File: config.mk
export PLATFORM = sky130hd
export DESIGN_NAME = fetch_sequencer
export DESIGN_NICKNAME = d
export VERILOG_FILES = /design/src/rtl/mcu51_pkg.sv /design/src/rtl/op_len_decode.sv /design/src/rtl/fetch_sequencer.sv
export SDC_FILE = /design/constraint.sdc
export NUM_CORES = 1
export LEC_CHECK = 0
export CORE_MARGIN = 2
export CORE_UTILIZATION = 60
export CTS_BUF_LIST = sky130_fd_sc_hd__clkbuf_8
export CTS_CLUSTER_SIZE = 24
export DETAILED_ROUTE_END_ITERATION = 16
export DONT_BUFFER_PORTS = 1
export PLACE_DENSITY = 0.81
export SKIP_CTS_REPAIR_TIMING = 1
export SYNTH_ARGS = -nofsm -noshare
export SYNTH_HDL_FRONTEND = slang
export SYNTH_SLANG_ARGS = --single-unit
File: constraint.sdc
create_clock -name clk -period 7.6 [get_ports clk]
set_clock_uncertainty 0.1 [all_clocks]
set_input_delay 2.28 -clock clk [delete_from_list [all_inputs] [get_ports clk]]
set_output_delay 2.28 -clock clk [all_outputs]
set_load 0.02 [all_outputs]
File: src/rtl/mcu51_pkg.sv
// mcu51_pkg: shared definitions for the MCU51 timing/fetch logic.
//   - machine-cycle frame size (STATES x PHASES clocks)
//   - state counter encodings S1..S6
//   - fetch FSM enum
//   - slot positions as {state, phase}: capture clocks and ALE clocks
//   - eff_cycles(): machine cycles an instruction really occupies
package mcu51_pkg;

  localparam int STATES = 6;
  localparam int PHASES = 2;

  localparam logic [2:0] ST_S1 = 3'd0;
  localparam logic [2:0] ST_S2 = 3'd1;
  localparam logic [2:0] ST_S3 = 3'd2;
  localparam logic [2:0] ST_S4 = 3'd3;
  localparam logic [2:0] ST_S5 = 3'd4;
  localparam logic [2:0] ST_S6 = 3'd5;

  typedef enum logic [1:0] {
    OPC = 2'd0,
    B2  = 2'd1,
    B3  = 2'd2,
    EXE = 2'd3
  } fsm_e;

  // {state, phase}; phase 1 = P2
  localparam logic [3:0] POS_S3P2 = {ST_S3, 1'b1};
  localparam logic [3:0] POS_S6P2 = {ST_S6, 1'b1};
  localparam logic [3:0] POS_S1P2 = {ST_S1, 1'b1};
  localparam logic [3:0] POS_S4P2 = {ST_S4, 1'b1};

  // Two code bytes fit in one machine cycle, so a 3-byte opcode needs two
  // cycles even when its execution would only need one.
  function automatic logic [2:0] eff_cycles(input logic [1:0] len, input logic [2:0] cyc);
    logic [2:0] fetch_cyc;
    fetch_cyc = (len == 2'd3) ? 3'd2 : 3'd1;
    return (cyc > fetch_cyc) ? cyc : fetch_cyc;
  endfunction

endpackage

File: src/rtl/op_len_decode.sv
// op_len_decode: combinational 8051 opcode table.
// Ports:
//   ir  - opcode byte
//   len - instruction length in bytes (1..3)
//   cyc - machine cycles (1, 2 or 4)
// Reserved A5 falls through to the 1-byte / 1-cycle default (NOP).
module op_len_decode (
  input  logic [7:0] ir,
  output logic [1:0] len,
  output logic [2:0] cyc
);

  always_comb begin
    len = 2'd1;
    cyc = 3'd1;
    casez (ir)
      // 2 bytes, 2 cycles: AJMP/ACALL, relative jumps, bit/C ops, PUSH/POP,
      // MOV dir,@Ri/Rn, MOV @Ri/Rn,dir, DJNZ Rn
      8'h?1, 8'h40, 8'h50, 8'h60, 8'h70, 8'h80, 8'h72, 8'h82, 8'h92,
      8'hA0, 8'hB0, 8'h86, 8'h87, 8'b1000_1???, 8'hA6, 8'hA7,
      8'b1010_1???, 8'hC0, 8'hD0, 8'b1101_1???: begin
        len = 2'd2;
        cyc = 3'd2;
      end
      // 3 bytes, 2 cycles
      8'h02, 8'h12, 8'h10, 8'h20, 8'h30, 8'h43, 8'h53, 8'h63, 8'h75,
      8'h85, 8'h90, 8'hB4, 8'hB5, 8'b1011_011?, 8'b1011_1???, 8'hD5: begin
        len = 2'd3;
        cyc = 3'd2;
      end
      // 1 byte, 2 cycles: RET/RETI, JMP @A+DPTR, MOVC, INC DPTR, MOVX
      8'h22, 8'h32, 8'h73, 8'h83, 8'h93, 8'hA3, 8'hE0, 8'hE2, 8'hE3,
      8'hF0, 8'hF2, 8'hF3: begin
        len = 2'd1;
        cyc = 3'd2;
      end
      // DIV AB, MUL AB
      8'h84, 8'hA4: begin
        len = 2'd1;
        cyc = 3'd4;
      end
      // 2 bytes, 1 cycle
      8'h05, 8'h15, 8'h24, 8'h25, 8'h34, 8'h35, 8'h42, 8'h44, 8'h45,
      8'h52, 8'h54, 8'h55, 8'h62, 8'h64, 8'h65, 8'h74, 8'h76, 8'h77,
      8'b0111_1???, 8'h94, 8'h95, 8'hA2, 8'hB2, 8'hC2, 8'hC5, 8'hD2,
      8'hE5, 8'hF5: begin
        len = 2'd2;
        cyc = 3'd1;
      end
      default: begin
        len = 2'd1;
        cyc = 3'd1;
      end
    endcase
  end

endmodule

File: src/rtl/fetch_sequencer.sv
// fetch_sequencer: 8051 machine-cycle timing and code fetch sequencer.
// Ports:
//   clk, reset (sync, active high, dominates hold), hold (freeze + quiet)
//   ea       - 1 internal ROM, 0 external ROM (only affects psen)
//   ir       - opcode from the IR register, valid the clk after ir_en
//   jump_req - PC load request, honoured only on the exec_last clock
//   state/phase - S1..S6 (0..5) / P1,P2 (0,1)
//   ale, psen (active low), code_cs - external bus strobes
//   ir_en, op1_en, op2_en, pc_en, exec_last - one-clk pulses
//   mcycle   - machine cycle index within the instruction
//
// FSM:
//   state | meaning
//   OPC   | opcode fetch in slot A of mcycle 0
//   B2    | slot B of mcycle 0, byte 2 if len >= 2
//   B3    | slot A of mcycle 1, byte 3
//   EXE   | no fetch, wait for S6P2 of the last machine cycle
module fetch_sequencer
  import mcu51_pkg::*;
(
  input  logic       clk,
  input  logic       reset,
  input  logic       ea,
  input  logic       hold,
  input  logic [7:0] ir,
  input  logic       jump_req,
  output logic [2:0] state,
  output logic       phase,
  output logic       ale,
  output logic       psen,
  output logic       code_cs,
  output logic       ir_en,
  output logic       op1_en,
  output logic       op2_en,
  output logic       pc_en,
  output logic       exec_last,
  output logic [1:0] mcycle
);

  fsm_e       fsm, fsm_nx;
  logic [2:0] state_nx;
  logic       phase_nx;
  logic [1:0] mcycle_nx;
  logic [1:0] len;
  logic [2:0] cyc;
  logic [2:0] ncyc;
  logic [1:0] last_mc;
  logic [3:0] pos;
  logic       cap_a, cap_b, win_a, win_b, slot_act;

  op_len_decode u_dec (
    .ir  (ir),
    .len (len),
    .cyc (cyc)
  );

  assign ncyc    = eff_cycles(len, cyc);
  // ncyc of 4 wraps to index 3 here, which is what we want
  assign last_mc = ncyc[1:0] - 2'd1;
  assign pos     = {state, phase};
  assign cap_a   = (pos == POS_S3P2);
  assign cap_b   = (pos == POS_S6P2);
  assign win_a   = (state == ST_S2) || (state == ST_S3);
  assign win_b   = (state == ST_S5) || (state == ST_S6);

  always_ff @(posedge clk) begin
    if (reset) begin
      state  <= ST_S1;
      phase  <= 1'b0;
      mcycle <= 2'd0;
      fsm    <= OPC;
    end else if (!hold) begin
      state  <= state_nx;
      phase  <= phase_nx;
      mcycle <= mcycle_nx;
      fsm    <= fsm_nx;
    end
  end

  always_comb begin
    phase_nx  = (phase == 1'(PHASES - 1)) ? 1'b0 : 1'b1;
    state_nx  = state;
    if (phase == 1'(PHASES - 1))
      state_nx = (state == 3'(STATES - 1)) ? ST_S1 : state + 3'd1;
    mcycle_nx = cap_b ? mcycle + 2'd1 : mcycle;
    fsm_nx    = fsm;
    slot_act  = 1'b0;
    ir_en     = 1'b0;
    op1_en    = 1'b0;
    op2_en    = 1'b0;
    exec_last = 1'b0;
    pc_en     = 1'b0;
    ale       = 1'b0;
    psen      = 1'b1;
    code_cs   = 1'b0;

    if (!reset && !hold) begin
      ale = (pos == POS_S1P2) || (pos == POS_S4P2);

      case (fsm)
        OPC: begin
          slot_act = win_a;
          if (cap_a) begin
            ir_en  = 1'b1;
            fsm_nx = B2;
          end
        end
        B2: begin
          slot_act = win_b && (len >= 2'd2);
          if (cap_b) begin
            op1_en = (len >= 2'd2);
            // single-cycle instructions end on this same S6P2
            if (ncyc == 3'd1) begin
              exec_last = 1'b1;
              fsm_nx    = OPC;
            end else if (len == 2'd3) begin
              fsm_nx = B3;
            end else begin
              fsm_nx = EXE;
            end
          end
        end
        B3: begin
          slot_act = win_a;
          if (cap_a) begin
            op2_en = 1'b1;
            fsm_nx = EXE;
          end
        end
        EXE: begin
          if (cap_b && (mcycle == last_mc)) begin
            exec_last = 1'b1;
            fsm_nx    = OPC;
          end
        end
        default: fsm_nx = OPC;
      endcase

      if (exec_last)
        mcycle_nx = 2'd0;
      code_cs = slot_act;
      psen    = slot_act ? ea : 1'b1;
      pc_en   = ir_en || op1_en || op2_en || (exec_last && jump_req);
    end
  end

endmodule
---- Word level (Yosys, flattened, before mapping) ----
Index checks and enable logic that the tools add are counted.
word-level totals
  flip-flop bits (word level) ............. 8
  bits in latches ......................... 0
  memory bits (writable) .................. 0
  ROM bits ................................ 0
  input bits .............................. 13
  memories kept ........................... 0
operators by class
  $add $sub $neg .......................... 3
  multipliers ............................. 0
  div/mod/pow operators ................... 0
  $lt $le $gt $ge ......................... 2
  equal/unequal tests ..................... 96
  shift operators ......................... 0
  multiplexer cells ....................... 40
  bitwise gates (word level) .............. 1
  reduce and logical (&&, ||, !) cells .... 20
operators with widths
  kind                number
  $eq 8x8->1 const B  36
  $eq 8x7->1 const B  22
  $reduce_or 48->1    2
  $eq 8x6->1 const B  8
  $eq 8x5->1 const B  3
  $mux 1              24
  $eq 5x5->1 const B  4
  $mux 2              9
  $reduce_or 16->1    1
  $eq 4x1->1 const B  2
  $eq 4x3->1 const B  2
  $eq 8x2->1 const B  1
  $eq 8x3->1 const B  1
  $ne 2x2->1 const B  4
  $pmux 2 s4          1
  $eq 7x7->1 const B  1
  $eq 2x2->1 const B  3
  $eq 3x1->1 const B  2
  $eq 3x3->1 const B  2
  $logic_or 1x1->1    6
  $mux 3              2
  $pmux 3 s2          1
  $reduce_and 6->1    1
  $eq 5x4->1 const B  1
  17 further kinds    23

---- Logic depth before layout (Yosys ltp) ----
Gate-level depths: netlist (run 1).
  depth in word-level cells ............... 16
  gate-level depth with buffers ........... 16
  depth with buffers taken out ............ 14

---- Hierarchy ----
A second synthesis (run 1) with hierarchy kept.
unflattened totals
  cells, all modules ...................... 175
  area, all modules ....................... 1365.1 µm²
by module, submodules not included
  module           instances  cells each  area an instance (µm²)  sequential area each (µm²)
  fetch_sequencer  1          95          716.9                   160.2
  op_len_decode    1          80          648.1                   0.0

---- Worst setup path before layout (run 1) ----
No wires, ideal clock.
  kind .................................... input -> output
  start point ............................. input port ir[7]
  end point ............................... output port pc_en
  arrival ................................. 4992 ps
  data required time ...................... 5220 ps
  setup slack ............................. 228 ps
  stages on the path ...................... 14
  path buffers ............................ 2
  cells stage by stage .................... buf_2 clkbuf_1 o211ai_1 o22ai_1 o21ai_1 nand4_2 or3_1 nand2b_1 ha_1 a21oi_1 o21a_4 o22ai_1 and3b_1 a211o_1
on the way
  longest elaborated chain between the ends .. 16
  elaborated cells between the ends (all ways) .. 105
  classes of those cells .................. add/sub (1); order compare (2); eq/ne (80); mux (13); reduce/logical (9)
ends and longest elaborated chain
  element                                                                line                    RTL
  from (decl)                                                            fetch_sequencer.sv:25   input logic [7:0] ir,
  $eq 8x3->1 (tied with other cells)                                     op_len_decode.sv:16     casez (ir)
  $reduce_or 48->1 (no line) / $reduce_or 16->1 (equally long branches)  --
  $pmux 2 s2                                                             op_len_decode.sv:16
  $eq 2x2->1                                                             mcu51_pkg.sv:36         fetch_cyc = (len == 2'd3) ? 3'd2 : 3'd1;
  $mux 2                                                                 mcu51_pkg.sv:36
  $gt 3x2->1                                                             mcu51_pkg.sv:37         return (cyc > fetch_cyc) ? cyc : fetch_cyc;
  $mux 3                                                                 mcu51_pkg.sv:37
  $sub 2x1->2                                                            fetch_sequencer.sv:59   assign last_mc = ncyc[1:0] - 2'd1;
  $eq 2x2->1                                                             fetch_sequencer.sv:131  if (cap_b && (mcycle == last_mc)) begin
  $logic_and 1x1->1                                                      fetch_sequencer.sv:131
  $mux 1                                                                 fetch_sequencer.sv:131
  $pmux 1 s2                                                             fetch_sequencer.sv:100  case (fsm)
  $mux 1                                                                 fetch_sequencer.sv:97   if (!reset && !hold) begin
  $logic_and 1x1->1                                                      fetch_sequencer.sv:143  pc_en = ir_en || op1_en || op2_en || (exec_last && jump_req);
  $logic_or 1x1->1 *                                                     fetch_sequencer.sv:143
  $mux 1 *                                                               fetch_sequencer.sv:97
  to (decl)                                                              fetch_sequencer.sv:35   output logic pc_en,
Mark *: on every way between the ends. The rest lies on a longest branch, timed or not. The select of a mux whose other input is x is not followed.

---- Worst setup path after layout (run 1) ----
  start point ............................. input port ir[0]
  end point ............................... output port pc_en
on the way
  longest elaborated chain between the ends .. 16
  elaborated cells between the ends (all ways) .. 100
  classes of those cells .................. add/sub (1); order compare (2); eq/ne (75); mux (13); reduce/logical (9)
ends and longest elaborated chain
  element                                                                line
  $eq 8x3->1 (tied with other cells)                                     op_len_decode.sv:16
  $reduce_or 48->1 (no line) / $reduce_or 16->1 (equally long branches)  --
  $pmux 2 s2                                                             op_len_decode.sv:16
  $eq 2x2->1                                                             mcu51_pkg.sv:36
  $mux 2                                                                 mcu51_pkg.sv:36
  $gt 3x2->1                                                             mcu51_pkg.sv:37
  $mux 3                                                                 mcu51_pkg.sv:37
  $sub 2x1->2                                                            fetch_sequencer.sv:59
  $eq 2x2->1                                                             fetch_sequencer.sv:131
  $logic_and 1x1->1                                                      fetch_sequencer.sv:131
  $mux 1                                                                 fetch_sequencer.sv:131
  $pmux 1 s2                                                             fetch_sequencer.sv:100
  $mux 1                                                                 fetch_sequencer.sv:97
  $logic_and 1x1->1                                                      fetch_sequencer.sv:143
  $logic_or 1x1->1 *                                                     fetch_sequencer.sv:143
  $mux 1 *                                                               fetch_sequencer.sv:97
Marks and branches as above.

==> impl_metrics.csv, run 1 <==
group,metric,value,unit
finish,synthToLayoutAreaGrowth,0.729,%
synth,synth-edff-count,0,
route,ant_nets,0,
floorplan,start_util,0.625,
placement,io_buffers,0,
sta,setup_viol,0,
finish,regArea,160,sq um
clocking,cts_tree,"done",
finish,nNetsFinal,178,
floorplan,fp.dieW,48.7,um
floorplan,row_count,16,
finish,final_cells,188,
route,drt-total-wl,2.85,mm
critical_path,cp.arrival,4970,ps
synth,synth_ff_type,"dfxtp_1",
finish,multi_input_area,960,sq um
power_and_ir_drop,peakVddDrop,102,uV
grt,grt_remaining_overflow,0,
synth,synth-async-reset-ratio,0,
synth,synth_top_area_cell,"dfxtp_1",
power_and_ir_drop,power.density,108,nW/um^2
route,first_pass_iters,4,
sta,slew_headroom,0.559,
sta,grt_setup_unrepaired,"false",
synth,synthTopCellsByArea,"dfxtp_1 (13%), a21oi_1 (5.0%), nor2_1 (4.7%)",
grt,antenna_found_initial,0,
route,via_per_inst,6.91,
placement,placed_cells,185,
sta,final-hold-violation-count,0,
critical_path,startpoint_type,"primary input",
placement,gp_congestion,0.987,
synth,synthesis.nets,188,
synth,yosysMostFrequentCell,"nor2_1",
critical_path,cp_max_fo,20,
finish,n_fill_cell,188,
synth,synthDistinctLibCells,55,
power_and_ir_drop,p_leak,0.000412,uW
sta,setup_ws,246,ps
finish,antenna_cells,0,
sta,period_share,0.968,
synth,synthDominantCellAreaShare,0.133,
synth,yosys_warnings,0,
clocking,numCtsBuffers,3,
sta,worst_pin_slew,657,ps
placement,pre_cts_ws,255,ps
floorplan,die_area,2380,sq um
synth,synth_seq_cells,8,
sta,clock.fmax,136,MHz
min_path,worstHoldPathType,"reg -> reg",
floorplan,die_y,48.7,um
sta,drv_slew,0,
sta,fin_setup_tns,0,ps
clocking,cts_root_buf,"clkbuf_8",
route,avgRoutedWirePerCell,15.2,um
sta,min_period,7350,ps
status,status,"complete, no violations",
grt,grt_max_degree,24,
finish,drive_gt1_frac,0.0683,
placement,dp_hpwl,2.05,mm
grt,grt_util_all_layers,0.248,
synth,ys_seq_area_frac,0.133,
route,route.detailed.drc,0,
finish,final_core_util,0.630,
flow_run,cap_viol_max_count,0,
synth,synth_cells,173,
critical_path,critPathRequiredTime,5220,ps
clocking,max-clock-path-buffers,2,
route,vias,1299,
clocking,path_clk_slew,40,ps
floorplan,num_io_pins,27,
floorplan,core_area,1920,sq um
power_and_ir_drop,total_power,130,uW
route,drt_iter0_markers,36,
synth,syn_area,1200,sq um
clocking,htree_num_levels,1,
synth,yosys-top-cells-count,"nor2_1 (15), a21oi_1 (12), nand2_1 (12)",
synth,synth_area_per_cell,6.94,sq um
critical_path,critPathCaptureType,"output pin",
critical_path,crit_type,"in -> out",
grt,grt_pass1_vias,1110,
clocking,clock_sinks,8,
clocking,insertion_delay,230,ps
grt,grt_first_pass_wirelength,4.78,mm
-- final cells by class --
cell class	count	share of cell area
well taps	27	0.0279
flip-flops and latches	8	0.132
multi-input cells	146	0.793
inverters	4	0.0124
clock buffers	3	0.0341
-- final timing paths --
kind	start	to	slack, ps	depth (start not counted)
setup / recovery	ir[0]	pc_en	250	13
hold / removal	fsm[0]	fsm[0]	520	2
setup reg to reg	phase	mcycle[1]	5550	5
hold reg to reg	fsm[0]	fsm[0]	520	2
-- layer usage --
metal,part of all wire,routed length [um],global-route usage,up-vias
met3,0.076,216,0.0525,12
met4,0.024,67,0.0762,0
met1,0.44,1260,0.345,592
met5,0,0,0,-
li1,-,-,-,639
met2,0.46,1310,0.384,56
-- power by group --
group / leakage, uW / switching (uW) / total [uW] / internal [uW]
Clock: 0.0000216 / 16.7 / 51.1 / 34.3
Sequential: 0.0000649 / 3.12 / 46.2 / 43.1
Combinational: 0.000325 / 16.5 / 33.1 / 16.6
-- critical path, stage by stage --
cell	delay (ps)
or4b_4	530
a2111o_1	430
o2111ai_2	110
or3_1	150
nand2b_1	110
ha_1	140
inv_1	30
a21oi_1	130
a21oi_1	70
o21a_4	130
nand4b_1	180
and3b_1	260
a211o_1	400
-- cell families (layout without fill, tap and decap cells) --
| group | count (synthesis) | count (layout) | synth area share |
|---|---|---|---|
| adder cells (fa/ha/maj) | 2 | 2 | 0.0208 |
| AO/OA/AOI/OAI | 50 | 50 | 0.296 |
| AND/OR/NAND/NOR | 89 | 89 | 0.444 |
| XOR/XNOR | 3 | 3 | 0.0219 |
| multiplexers | 2 | 2 | 0.0167 |
| flip-flops | 8 | 8 | 0.133 |
| buffers and inverters | 19 | 7 | 0.0677 |
-- cell usage in the layout (no fill, tap or decap), types with 2 or more instances in the layout --
cell / instances
nor2b_1: 6
nor4b_1: 2
xnor2_1: 2
dfxtp_1: 8
inv_1: 4
and3b_1: 2
a31o_1: 2
a31oi_1: 3
a21oi_1: 12
nand4b_1: 3
nor4_1: 2
or3_1: 4
clkbuf_8: 3
nor4bb_1: 3
nand2b_1: 8
a211oi_1: 5
o21ai_0: 5
ha_1: 2
o21ai_1: 2
nand4_1: 2
or4_1: 2
nand3_1: 5
nor2_1: 15
nand2_1: 12
and2_1: 2
o22ai_1: 6
nor3_1: 11
mux2i_1: 2
-- per-stage QoR --
stage	area (sq um)	hold slack (ps)
CTS	1210	504
global placement	1170	476
finish	1210	521
floorplan	1200	440
global route	1210	537
detailed placement	1170	480
(Power assumes the default switching activity.)
==> run 2: changes to the inputs <==
--- a/config.mk
+++ b/config.mk
@@ -10,2 +10,3 @@
 export CTS_BUF_LIST = sky130_fd_sc_hd__clkbuf_8
+export CTS_CLUSTER_DIAMETER = 150
 export CTS_CLUSTER_SIZE = 24
==> constraint.sdc (replaced) <==
create_clock -name clk -period 7.6 [get_ports clk]
set_clock_uncertainty 0.1 [all_clocks]
set_input_delay 1.52 -clock clk [delete_from_list [all_inputs] [get_ports clk]]
set_output_delay 1.52 -clock clk [all_outputs]
set_load 0.02 [all_outputs]
==> results of run 2 <==
Same layout as run 1 (identical final DEF). Status: complete, no violations.
Main changes from that run: setup slack after placement 255 ps -> 1770 ps; setup slack after layout 246 ps -> 1770 ps
